## src/rtl/split_1000_pkg.sv

```systemverilog
// Shared constants for the binary-to-BCD splitter: FSM encoding and digit geometry.
package split_1000_pkg;
  localparam logic [1:0] ST_IDLE  = 2'd0;
  localparam logic [1:0] ST_LOAD  = 2'd1;
  localparam logic [1:0] ST_SHIFT = 2'd2;
  localparam logic [1:0] ST_DONE  = 2'd3;

  localparam int MAX_VAL = 999;
  localparam int BCD_W   = 4;
  localparam int NUM_DIG = 3;
  localparam int SCR_W   = NUM_DIG * BCD_W;
endpackage

```

## src/rtl/split_1000_bcd_add3.sv

```systemverilog
// Double-dabble digit correction: bias a BCD digit by 3 when it would overflow on the next shift.
module bcd_add3
  import split_1000_pkg::*;
(
  input  logic [BCD_W-1:0] i_d,
  output logic [BCD_W-1:0] o_d
);
  assign o_d = (i_d >= BCD_W'(5)) ? i_d + BCD_W'(3) : i_d;
endmodule

```

## src/rtl/split_1000.sv

```systemverilog
// Sequential binary-to-3-digit-BCD converter (shift-add-3), one bit per SHIFT cycle.
module split_1000
  import split_1000_pkg::*;
#(
  parameter int IN_W = 10
) (
  input  logic             clk,
  input  logic             rst_n,
  input  logic             start,
  input  logic [IN_W-1:0]  bin_in,
  output logic             busy,
  output logic             done,
  output logic [BCD_W-1:0] hundreds,
  output logic [BCD_W-1:0] tens,
  output logic [BCD_W-1:0] ones,
  output logic             ovf
);
  localparam int CNT_W = $clog2(IN_W + 1);
  localparam logic [IN_W-1:0] LP_MAX = IN_W'(MAX_VAL);

  logic [1:0]                          r_state;
  logic [IN_W-1:0]                     r_val;
  logic                                r_ovf_pend;
  logic [IN_W-1:0]                     r_sh;
  logic [SCR_W-1:0]                    r_bcd;
  logic [CNT_W-1:0]                    r_cnt;

  logic [NUM_DIG-1:0][BCD_W-1:0]       w_adj;
  logic [SCR_W-1:0]                    w_adj_flat;
  logic [SCR_W:0]                      w_shift;
  logic [SCR_W-1:0]                    w_bcd_nxt;
  logic                                w_big;

  for (genvar g = 0; g < NUM_DIG; g++) begin : g_dig
    bcd_add3 u_add3 (
      .i_d (r_bcd[g*BCD_W +: BCD_W]),
      .o_d (w_adj[g])
    );
  end

  // The top bit shifted out of the hundreds digit is always 0 for inputs <= 999.
  assign w_adj_flat = w_adj;
  assign w_shift    = {w_adj_flat, r_sh[IN_W-1]};
  assign w_bcd_nxt  = SCR_W'(w_shift);
  assign w_big      = bin_in > LP_MAX;

  assign busy = (r_state == ST_LOAD) || (r_state == ST_SHIFT);
  assign done = (r_state == ST_DONE);

  always_ff @(posedge clk or negedge rst_n) begin
    if (!rst_n) begin
      r_state    <= ST_IDLE;
      r_val      <= '0;
      r_ovf_pend <= 1'b0;
      r_sh       <= '0;
      r_bcd      <= '0;
      r_cnt      <= '0;
      hundreds   <= '0;
      tens       <= '0;
      ones       <= '0;
      ovf        <= 1'b0;
    end else begin
      case (r_state)
        ST_IDLE: if (start) begin
          r_val      <= w_big ? LP_MAX : bin_in;
          r_ovf_pend <= w_big;
          r_state    <= ST_LOAD;
        end
        ST_LOAD: begin
          r_bcd   <= '0;
          r_sh    <= r_val;
          r_cnt   <= '0;
          r_state <= ST_SHIFT;
        end
        ST_SHIFT: begin
          r_bcd <= w_bcd_nxt;
          r_sh  <= r_sh << 1;
          r_cnt <= r_cnt + CNT_W'(1);
          // Visible outputs change only here, so scratch values never leak out.
          if (r_cnt == CNT_W'(IN_W - 1)) begin
            hundreds <= w_bcd_nxt[2*BCD_W +: BCD_W];
            tens     <= w_bcd_nxt[BCD_W +: BCD_W];
            ones     <= w_bcd_nxt[0 +: BCD_W];
            ovf      <= r_ovf_pend;
            r_state  <= ST_DONE;
          end
        end
        default: r_state <= ST_IDLE;
      endcase
    end
  end
endmodule

```

## config.mk

```make
export PLATFORM = sky130hd
export DESIGN_NAME = split_1000
export DESIGN_NICKNAME = d
export VERILOG_FILES = /design/src/rtl/split_1000_pkg.sv /design/src/rtl/split_1000_bcd_add3.sv /design/src/rtl/split_1000.sv
export SDC_FILE = /design/constraint.sdc
export NUM_CORES = 1
export LEC_CHECK = 0
export ABC_AREA = 1
export CORE_MARGIN = 3
export CORE_UTILIZATION = 30
export DETAILED_ROUTE_END_ITERATION = 10
export PLACE_DENSITY_LB_ADDON = 0.05
export SYNTH_ARGS = -nofsm -noshare
export SYNTH_HDL_FRONTEND = slang
export SYNTH_SLANG_ARGS = --single-unit
```

## constraint.sdc

```tcl
create_clock -name clk -period 4.4 [get_ports clk]
set_clock_uncertainty 0.05 [all_clocks]
set_input_delay 0.66 -clock clk [delete_from_list [all_inputs] [get_ports clk]]
set_output_delay 0.66 -clock clk [all_outputs]
set_load 0.02 [all_outputs]
```

**Word-level counts from Yosys, hierarchy flattened**

Index checks and enable logic that the tools add are counted.
Widths: inputs -> output; s select.

- $add $sub $neg: 4
- Order comparisons: 4
- Equal/unequal tests: 6
- Mux-type cells: 10
- Reductions and logical operators: 6

Operators with widths:

| operator | count |
|---|---|
| $pmux 12 s2 | 1 |
| $pmux 10 s2 | 1 |
| $ge 4x3->1 const B | 3 |
| $gt 10x10->1 const B | 1 |
| $mux 10 | 1 |
| $add 4x2->4 const B | 2 |
| $mux 4 | 2 |
| $pmux 4 s2 | 1 |
| $pmux 2 s3 | 1 |
| $reduce_and 2->1 | 3 |
| $add 4x1->4 const B | 1 |
| $eq 2x2->1 const B | 2 |
| $eq 4x4->1 const B | 1 |
| $mux 2 | 2 |
| $add 3x2->3 const B | 1 |
| $mux 3 | 1 |
| $eq 2x1->1 const B | 1 |
| $logic_not 2->1 | 1 |
| $ne 2x1->1 const B | 1 |
| $ne 2x2->1 const B | 1 |
| $reduce_bool 2->1 | 1 |
| $logic_or 1x1->1 | 1 |

- Flip-flop bits (word level): 52
- Input port bits: 13
- Output and inout port bits: 15
- Logic and storage cells: 40

**Logic depth before layout (Yosys ltp)**

Gate-level depths: netlist (run 1).

- Depth after elaboration: 3
- Gate-level depth with buffers: 8
- Gate-level depth less buffers: 8

**Cells and area by module**

From an unflattened synthesis (run 1), not the netlist that was laid out.

- Cells, all modules: 307
- Area, all modules: 2633.8 um2

Modules (own cells, without submodules):

| module | instances | cells each | area an instance (um2) | sequential area each (um2) |
|---|---|---|---|---|
| split_1000 | 1 | 238 | 2228.4 | 1301.2 |
| bcd_add3 | 3 | 23 | 135.1 | 0.0 |

**Least setup slack after synthesis (run 1)**

Ideal clock, no wire load.

- Path kind: register to register
- From: reg r_state[0]
- To: reg r_cnt[0]
- Library setup time: 119 ps
- Data arrival time: 1448 ps
- Required time: 4231 ps
- Path slack: 2783 ps
- Cell stages (with the launch flop): 7
- Path buffers: 1
- Period minus slack after synthesis: 1617 ps
- Path through: dfrtp_1 > inv_1 > ha_1 > nand2_2 > inv_1 > buf_4 > o21a_1

- Word-level cells in the longest chain between the ends: 2
- Elaborated cells between the ends (all ways): 4
- Classes of those cells: 2 x eq/ne; 1 x mux; 1 x reduce/logical

Ends and longest elaborated chain:

| what | RTL line | text |
|---|---|---|
| start: declaration | split_1000.sv:21 | `logic [1:0] r_state;` |
| start signal: assignment | split_1000.sv:52 | `r_state <= ST_IDLE;` |
| start signal: assignment | split_1000.sv:67 | `r_state <= ST_LOAD;` |
| start signal: assignment | split_1000.sv:73 | `r_state <= ST_SHIFT;` |
| $eq 2x2->1 or $eq 2x1->1 (tied branches) | split_1000.sv:63 | `case (r_state)` |
| $pmux 4 s2 or $reduce_bool 2->1 (tied branches) | -- |  |
| end signal: assignment | split_1000.sv:78 | `r_cnt <= r_cnt + CNT_W'(1);` |
| end: declaration | split_1000.sv:26 | `logic [CNT_W-1:0] r_cnt;` |

Several ways; a longest one is shown, not always the timed one.
A chain may end at the register's enable or synchronous reset.

**Worst setup path after layout (run 1)**

- From: reg r_state[0]
- To: out busy

- Word-level cells in the longest chain between the ends: 2
- Elaborated cells between the ends (all ways): 3
- Classes of those cells: 2 x eq/ne; 1 x reduce/logical

Ends and longest elaborated chain:

| what | RTL line | text |
|---|---|---|
| $eq 2x1->1 or $eq 2x2->1 (tied branches) | split_1000.sv:47 | `assign busy = (r_state == ST_LOAD) \|\| (r_state == ST_SHIFT);` |
| $logic_or 1x1->1 (*) | split_1000.sv:47 |  |
| end: declaration | split_1000.sv:11 | `output logic busy,` |

Mark *: on every way between the ends. The rest lies on a longest branch, timed or not.

==> summary.md, run 1 <==
| Metric | Value |
|---|---|
| PD cells | 524.5 mW/mm^2 |
| Unique masters post-synth | 24 |
| Yosys reg bits | 52 |
| Critical path launch point | r_state[0]$_DFFE_PN0P_ |
| Number of global-route vias before repair | roughly 1800 |
| Crit path DAT | about 2100 ps |
| Clock power frac | 0.190 |
| Sink Count | 52 |
| Ys Warns | 0 |
| Number of remaining DRC errors | 0 |
| Net Count, Synth | just over 300 |
| Synthesized cell area | between 0.002 and 0.0025 mm^2 |
| Post-Synthesis Cells | 285 |
| Status | complete, no violations |
| Final period util | 0.6361 |
| Switching share of power | 0.3900 |
| DR iter-0 viols | 63 |
| Leak pwr | about 0.0015 uW |
| DP Area | around 0.0028 mm^2 |
| Max Fclk | 0.3573 GHz |
| Clk_lat worst skew | 300 ps |
| Worst setup path endpoint | busy |
| CP max FO | 14 |
| Fin. Hold Viols | 0 |
| Final instance area | 0.002919 mm^2 |
| CTS resizes | 0 |
| Seq pwr share | 0.437 |
| Reg-to-Reg Start | r_state[0]$_DFFE_PN0P_ |
| Die height | 96.46 um |
| H-Tree Depth | 2 |
| Combinational power share | 0.374 |
| Max-cap viol count | 0 |
| Pins Over Slew Limit | 0 |
| Worst Setup Start Kind | register |
| Avg Cell Area, Syn | 8.614 um^2 |
| Final setup fails | 0 |
| Routability Congestion | around 0.72 |
| Antenna viol nets, final | 0 |
| Global route total overflow | 0 |
| Chip Width | 96.46 um |
| Worst vdd ir | 0.1536 mV |
| Post-synth top area cell | dfrtp_1 |
| Post-CTS Setup Inserts | 0 |
| FF+latch area | between 0.001 and 0.0015 mm^2 |
| Initial Utilization | 0.3128 |
| Core box area | 0.007848 mm^2 |
| IO Port Bufs | 27 |
| GR Util met2 | 0.1960 |
| Wire per inst | 12.14 um |
| Slew @ Worst Pin | around 670 ps |
| Setup_tns | 0 ps |
| Ratio of cells with drive above 1 in the final layout | 0.05079 |
| M1 GR Usage | 0.1525 |
| Largest net degree at the start of global routing | 53 |
| Hold buffer count at cts | 0 |
| Full die area | a little over 0.009 mm^2 |
| Hold crit path type | input pin to async pin |
| Dpl cells | between 400 and 500 |
| Total number of vias | about 1900 |
| Setup CP Type | register to output pin |
| Top cells by area, synth | dfrtp_1 53%, nand2_1 14%, ha_1 6.1% |
| Hold slack | between 400 and 500 ps |
| Final Util | 0.3720 |
| Worst-case reg-to-reg path depth | 6 |
| Cts bufs inserted | 5 |
| Worst setup EP type | output pin |
| Wire length of the first global-routing pass | 8431 um |
| R2r endpoint | r_sh[7]$_DFFE_PN0P_ |
| Met3 Track Usage GR | 0.03021 |
| Non-Filler Instances | about 420 |
| TritonCTS clock tree | yes |
| Reg clk slew, reported paths | roughly 90 ps |
| Clock Tree Buf Depth | 2 |
| Max_slew headroom | 0.5512 |
| Antenna violations before repair | 0 |
| Multi-input gate area | 997.2 um^2 |
| Root buf cell | clkbuf_8 |
| # IOs | 28 |
| Layout Nets | between 300 and 400 |
| RSZ-0062 raised after global routing | no |
| Pint | between 900 and 1000 uW |
| DR vias/cell | ~4.5 |
| Gr busiest metal | met2 |
| Pre-antenna DRT Iters | 4 |
| HPWL after detailed placement | around 3500 um |
| Share of the synthesized area in the top cell type | 0.5301 |
| Worst Path Required | roughly 3700 ps |
| Final min period | about 2800 ps |
| Area grow syn2layout | 18.91% |
| Rows | 32 |
| Total Routing Usage GR | 0.1180 |
| Fillers | ~840 |
| Seq/Total Area, Yosys | 0.5301 |
| Reported net switching power | 597.1 uW |
| N_diodes | 0 |
| Routed wire length | just over 5000 um |
| R2r setup slk | 2220 ps |
[stage by stage]
step / setup slack [ps] / power [uW]
6_report: 1601 / 1531
5_1_grt: 1483 / 1678
4_1_cts: 1560 / 1568
3_5_place_dp: 1909 / 1267
3_3_place_gp: 1953 / 1264
2_1_floorplan: 2783 / 1091
[cell usage after synthesis]
master and instances:
buf_2 2, clkbuf_1 1, ha_1 12, o21a_1 2
o221ai_1 2, nand3_2 1, nor3_1 1, nand3_1 24
inv_2 2, nand2_1 94, o22ai_1 5, buf_6 1
nor2_1 17, a21oi_1 1, inv_1 31, o21ai_2 1
buf_4 1, o21bai_1 1, nand4_1 6, nor2_8 1
o21ai_0 19, dfrtp_1 52, nand2_2 2, o211ai_1 6
[logic make-up (layout without fill, tap and decap cells)]
kind of cell               Yosys count  after routing  share of synthesized area
adders and majority gates           12             12                    0.06116
AOI/OAI and AO/OA                   37             37                    0.09174
buffers and inverters               38             68                    0.06371
and+or+nand+nor                    146            146                     0.2533
DFF                                 52             52                     0.5301
[sequential cells by signal (all words and copies together) (netlist names)]
signal	count
ovf	1
tens	4
ones	4
r_val	10
r_state	2
r_ovf_pend	1
hundreds	4
r_bcd	12
r_cnt	4
r_sh	10
[metal layers]
| layer | up-vias | wire (um) |
|---|---|---|
| li1 | 984 | - |
| met1 | 872 | 2538 |
| met2 | 28 | 2282 |
| met3 | 5 | 190 |
| met4 | 0 | 51 |
| met5 | - | 0 |
[power by group through the flow]
stage / Sequential (uW) / Clock, uW / Combinational (uW)
2_1_floorplan: 661 / 0 / 430
3_3_place_gp: 676 / 0 / 588
3_5_place_dp: 679 / 0 / 588
4_1_cts: 670 / 308 / 590
5_1_grt: 684 / 331 / 663
6_report: 668 / 291 / 572
[worst max-delay path, cell delays in order (launching register included)]
cell and delay (ps):
dfrtp_1 410, inv_1 80, ha_1 600, clkdlybuf4s50_1 700
[how the worst min path moves through the flow]
stage,end,slack [ps],cells after the start
after detailed placement,tens[1]$_DFFE_PN0P_,420,2
final,r_cnt[3]$_DFFE_PN0P_,430,2
after global placement,ovf$_DFFE_PN0P_,410,2
after floorplan,hundreds[0]$_DFFE_PN0P_,310,0
after global routing,hundreds[0]$_DFFE_PN0P_,470,2
after CTS,hundreds[2]$_DFFE_PN0P_,440,2
[cell usage in the layout (no fill, tap or decap), types with 7 or more instances in the layout]
cell             netlist  layout
nand2_1               94      94
dfrtp_1               52      52
inv_1                 31      31
clkdlybuf4s50_1        0      26
nand3_1               24      24
o21ai_0               19      19
nor2_1                17      17
ha_1                  12      12
clkbuf_8               0       7
[layout make-up]
| cell class | instances | area share |
|---|---|---|
| Timing Repair Buffer | 28 | 0.09344 |
| Tap cell | 102 | 0.04372 |
| Multi-Input combinational cell | 195 | 0.3416 |
| Sequential cell | 52 | 0.4458 |
| Clock buffer | 7 | 0.03300 |
| Inverter | 33 | 0.04243 |
Note: power is estimated with default switching activity, not from simulation.
==> run 2, diff against run 1 <==
==> constraint.sdc (replaced) <==
create_clock -name clk -period 2.8 [get_ports clk]
set_clock_uncertainty 0.05 [all_clocks]
set_input_delay 0.42 -clock clk [delete_from_list [all_inputs] [get_ports clk]]
set_output_delay 0.42 -clock clk [all_outputs]
set_load 0.02 [all_outputs]
==> summary.md, run 2 (synthesized netlist as in run 1, its figures left out) <==
| Metric | Value |
|---|---|
| Worst setup EP type | output pin |
| Area grow syn2layout | 19.37% |
| Routed wire length | between 5000 and 6000 um |
| Antenna viol nets, final | 0 |
| Clk_lat worst skew | about 300 ps |
| Final setup fails | 0 |
| Worst Setup Start Kind | register |
| Final critical-path setup slack | between 600 and 700 ps |
| PD cells | between 800 and 900 mW/mm^2 |
| TritonCTS clock tree | yes |
| Global route total overflow | 0 |
| Routability Congestion | 0.7459 |
| Wire per inst | approximately 13 um |
| CP max FO | 4 |
| Antenna violations before repair | 0 |
| Setup CP Type | register to output pin |
| Reported net switching power | 967.4 uW |
| Commonest non-fill, non-tap cell in the layout | nand2_1 |
| Max reg flops | 12 |
| Fillers | 852 |
| Root buf cell | clkbuf_8 |
| Largest registers | r_bcd: 12 flops, r_sh: 10 flops, r_val: 10 flops |
| Rows | 32 |
| Status | complete, no violations |
| DR vias/cell | about 4.6 |
| Ratio of cells with drive above 1 in the final layout | 0.05975 |
| Final min period | between 2000 and 2500 ps |
| Pre-antenna DRT Iters | 4 |
| Number of global-route vias before repair | slightly below 2000 |
| Total Routing Usage GR | 0.1313 |
| H-Tree Depth | 2 |
| FF+latch area | between 0.001 and 0.0015 mm^2 |
| Crit path DAT | approximately 1700 ps |
| Die height | slightly below 100 um |
| Reg-to-Reg Start | r_state[0]$_DFFE_PN0P_ |
| Core box area | 0.007848 mm^2 |
| R2r endpoint | r_sh[4]$_DFFE_PN0P_ |
| Cts bufs inserted | 5 |
| Slew @ Worst Pin | 568.2 ps |
| DR iter-0 viols | 65 |
| Worst slack, placed | roughly 850 ps |
| RSZ-0062 raised after global routing | no |
| Clock Tree Buf Depth | 2 |
| Worst Path Required | 2330 ps |
| Pint | between 1000 and 1500 uW |
| Fin. Hold Viols | 0 |
| Max-cap viol count | 0 |
| Hold buffer count at cts | 0 |
| Most frequent cells in the layout | 94 x nand2_1, 52 x dfrtp_1, 31 x inv_1 |
| Multi-input gate area | around 1000 um^2 |
| HPWL after detailed placement | between 3000 and 4000 um |
| Final period util | 0.7691 |
| Switching share of power | 0.3984 |
| Hold crit path type | input pin to async pin |
| N_diodes | 0 |
| Combinational power share | 0.383 |
| Sink Count | 52 |
| CTS resizes | 0 |
| Seq pwr share | 0.431 |
| Number of remaining DRC errors | 0 |
| Pins Over Slew Limit | 0 |
| Post-CTS Setup Inserts | 0 |
| Chip Width | 96.46 um |
| Largest net degree at the start of global routing | 25 |
| Leak pwr | around 0.0015 uW |
| Wire length of the first global-routing pass | approximately 9400 um |
| Worst-case reg-to-reg path depth | 7 |
| Top reg by flops | r_bcd |
| IO Port Bufs | 27 |
| Full die area | approximately 0.0093 mm^2 |
| Reg clk slew, reported paths | approximately 100 ps |
| Clock power frac | 0.186 |
| Total number of vias | around 1900 |
| Max_slew headroom | 0.6208 |
| Max Fclk | between 0.4 and 0.5 GHz |
| # IOs | 28 |
| Initial Utilization | 0.3128 |
| Worst vdd ir | approximately 0.28 mV |
| Setup_tns | 0 ps |
| R2r setup slk | 860 ps |
| Layout Nets | approximately 340 |
run 2: cell count changes in the layout (fill, tap and decap cells not counted), sizes merged:
| cell | before | now |
|---|---|---|
| buf | 2 | 4 |
| clkinv | 0 | 2 |
| clkbuf | 7 | 6 |
run 2: how the worst max path moves through the flow:
| stage | start | to | slack, ps | depth (start not counted) |
|---|---|---|---|---|
| final | r_state[0]$_DFFE_PN0P_ | busy | 650 | 3 |
| after global routing | r_state[0]$_DFFE_PN0P_ | busy | 560 | 3 |
| after CTS | r_state[0]$_DFFE_PN0P_ | busy | 610 | 3 |
| after detailed placement | r_state[0]$_DFFE_PN0P_ | r_sh[7]$_DFFE_PN0P_ | 850 | 7 |
| after global placement | r_state[0]$_DFFE_PN0P_ | r_sh[7]$_DFFE_PN0P_ | 880 | 7 |
| after floorplan | r_state[0]$_DFFE_PN0P_ | r_cnt[0]$_DFFE_PN0P_ | 1180 | 6 |
run 2: critical path, cell delays in order (launching register included):
cell and delay, ps:
dfrtp_1 400, inv_1 80, ha_1 290, clkdlybuf4s50_1 610
run 2: power by group through the flow:
stage	logic [uW]	clock network (uW)	registers, uW
2_1_floorplan	676	0	1040
3_3_place_gp	942	0	1060
3_5_place_dp	941	0	1060
4_1_cts	955	481	1050
5_1_grt	1080	506	1070
6_report	930	452	1050
run 2: through the flow:
stage / std cells / hold slack (ps) / area, um^2 / utilization / power, uW
finish: 420 / 40.76 / 2930 / 0.3734 / 2428
global route: 420 / 87.93 / 2930 / 0.3734 / 2660
CTS: 420 / 59.49 / 2930 / 0.3734 / 2484
detailed placement: 412 / 407.9 / 2838 / 0.3616 / 2004
global placement: 412 / 402.7 / 2838 / 0.3616 / 2005
floorplan: 285 / 74.41 / 2455 / - / 1715
run 2: final cells by class:
type,count,share of cell area
multi-input combinational,195,0.3403
tap,102,0.04355
timing repair buffer,30,0.09821
clock inverter,2,0.003416
inverter,33,0.04227
clock buffer,6,0.02818
sequential,52,0.4441
run 2: layer usage:
metal	vias to the layer above	global-route usage	wire length, um
li1	988	-	-
met1	919	0.1737	2703
met2	29	0.2161	2534
met3	4	0.02943	166
met4	0	0.03621	34
met5	-	0	0
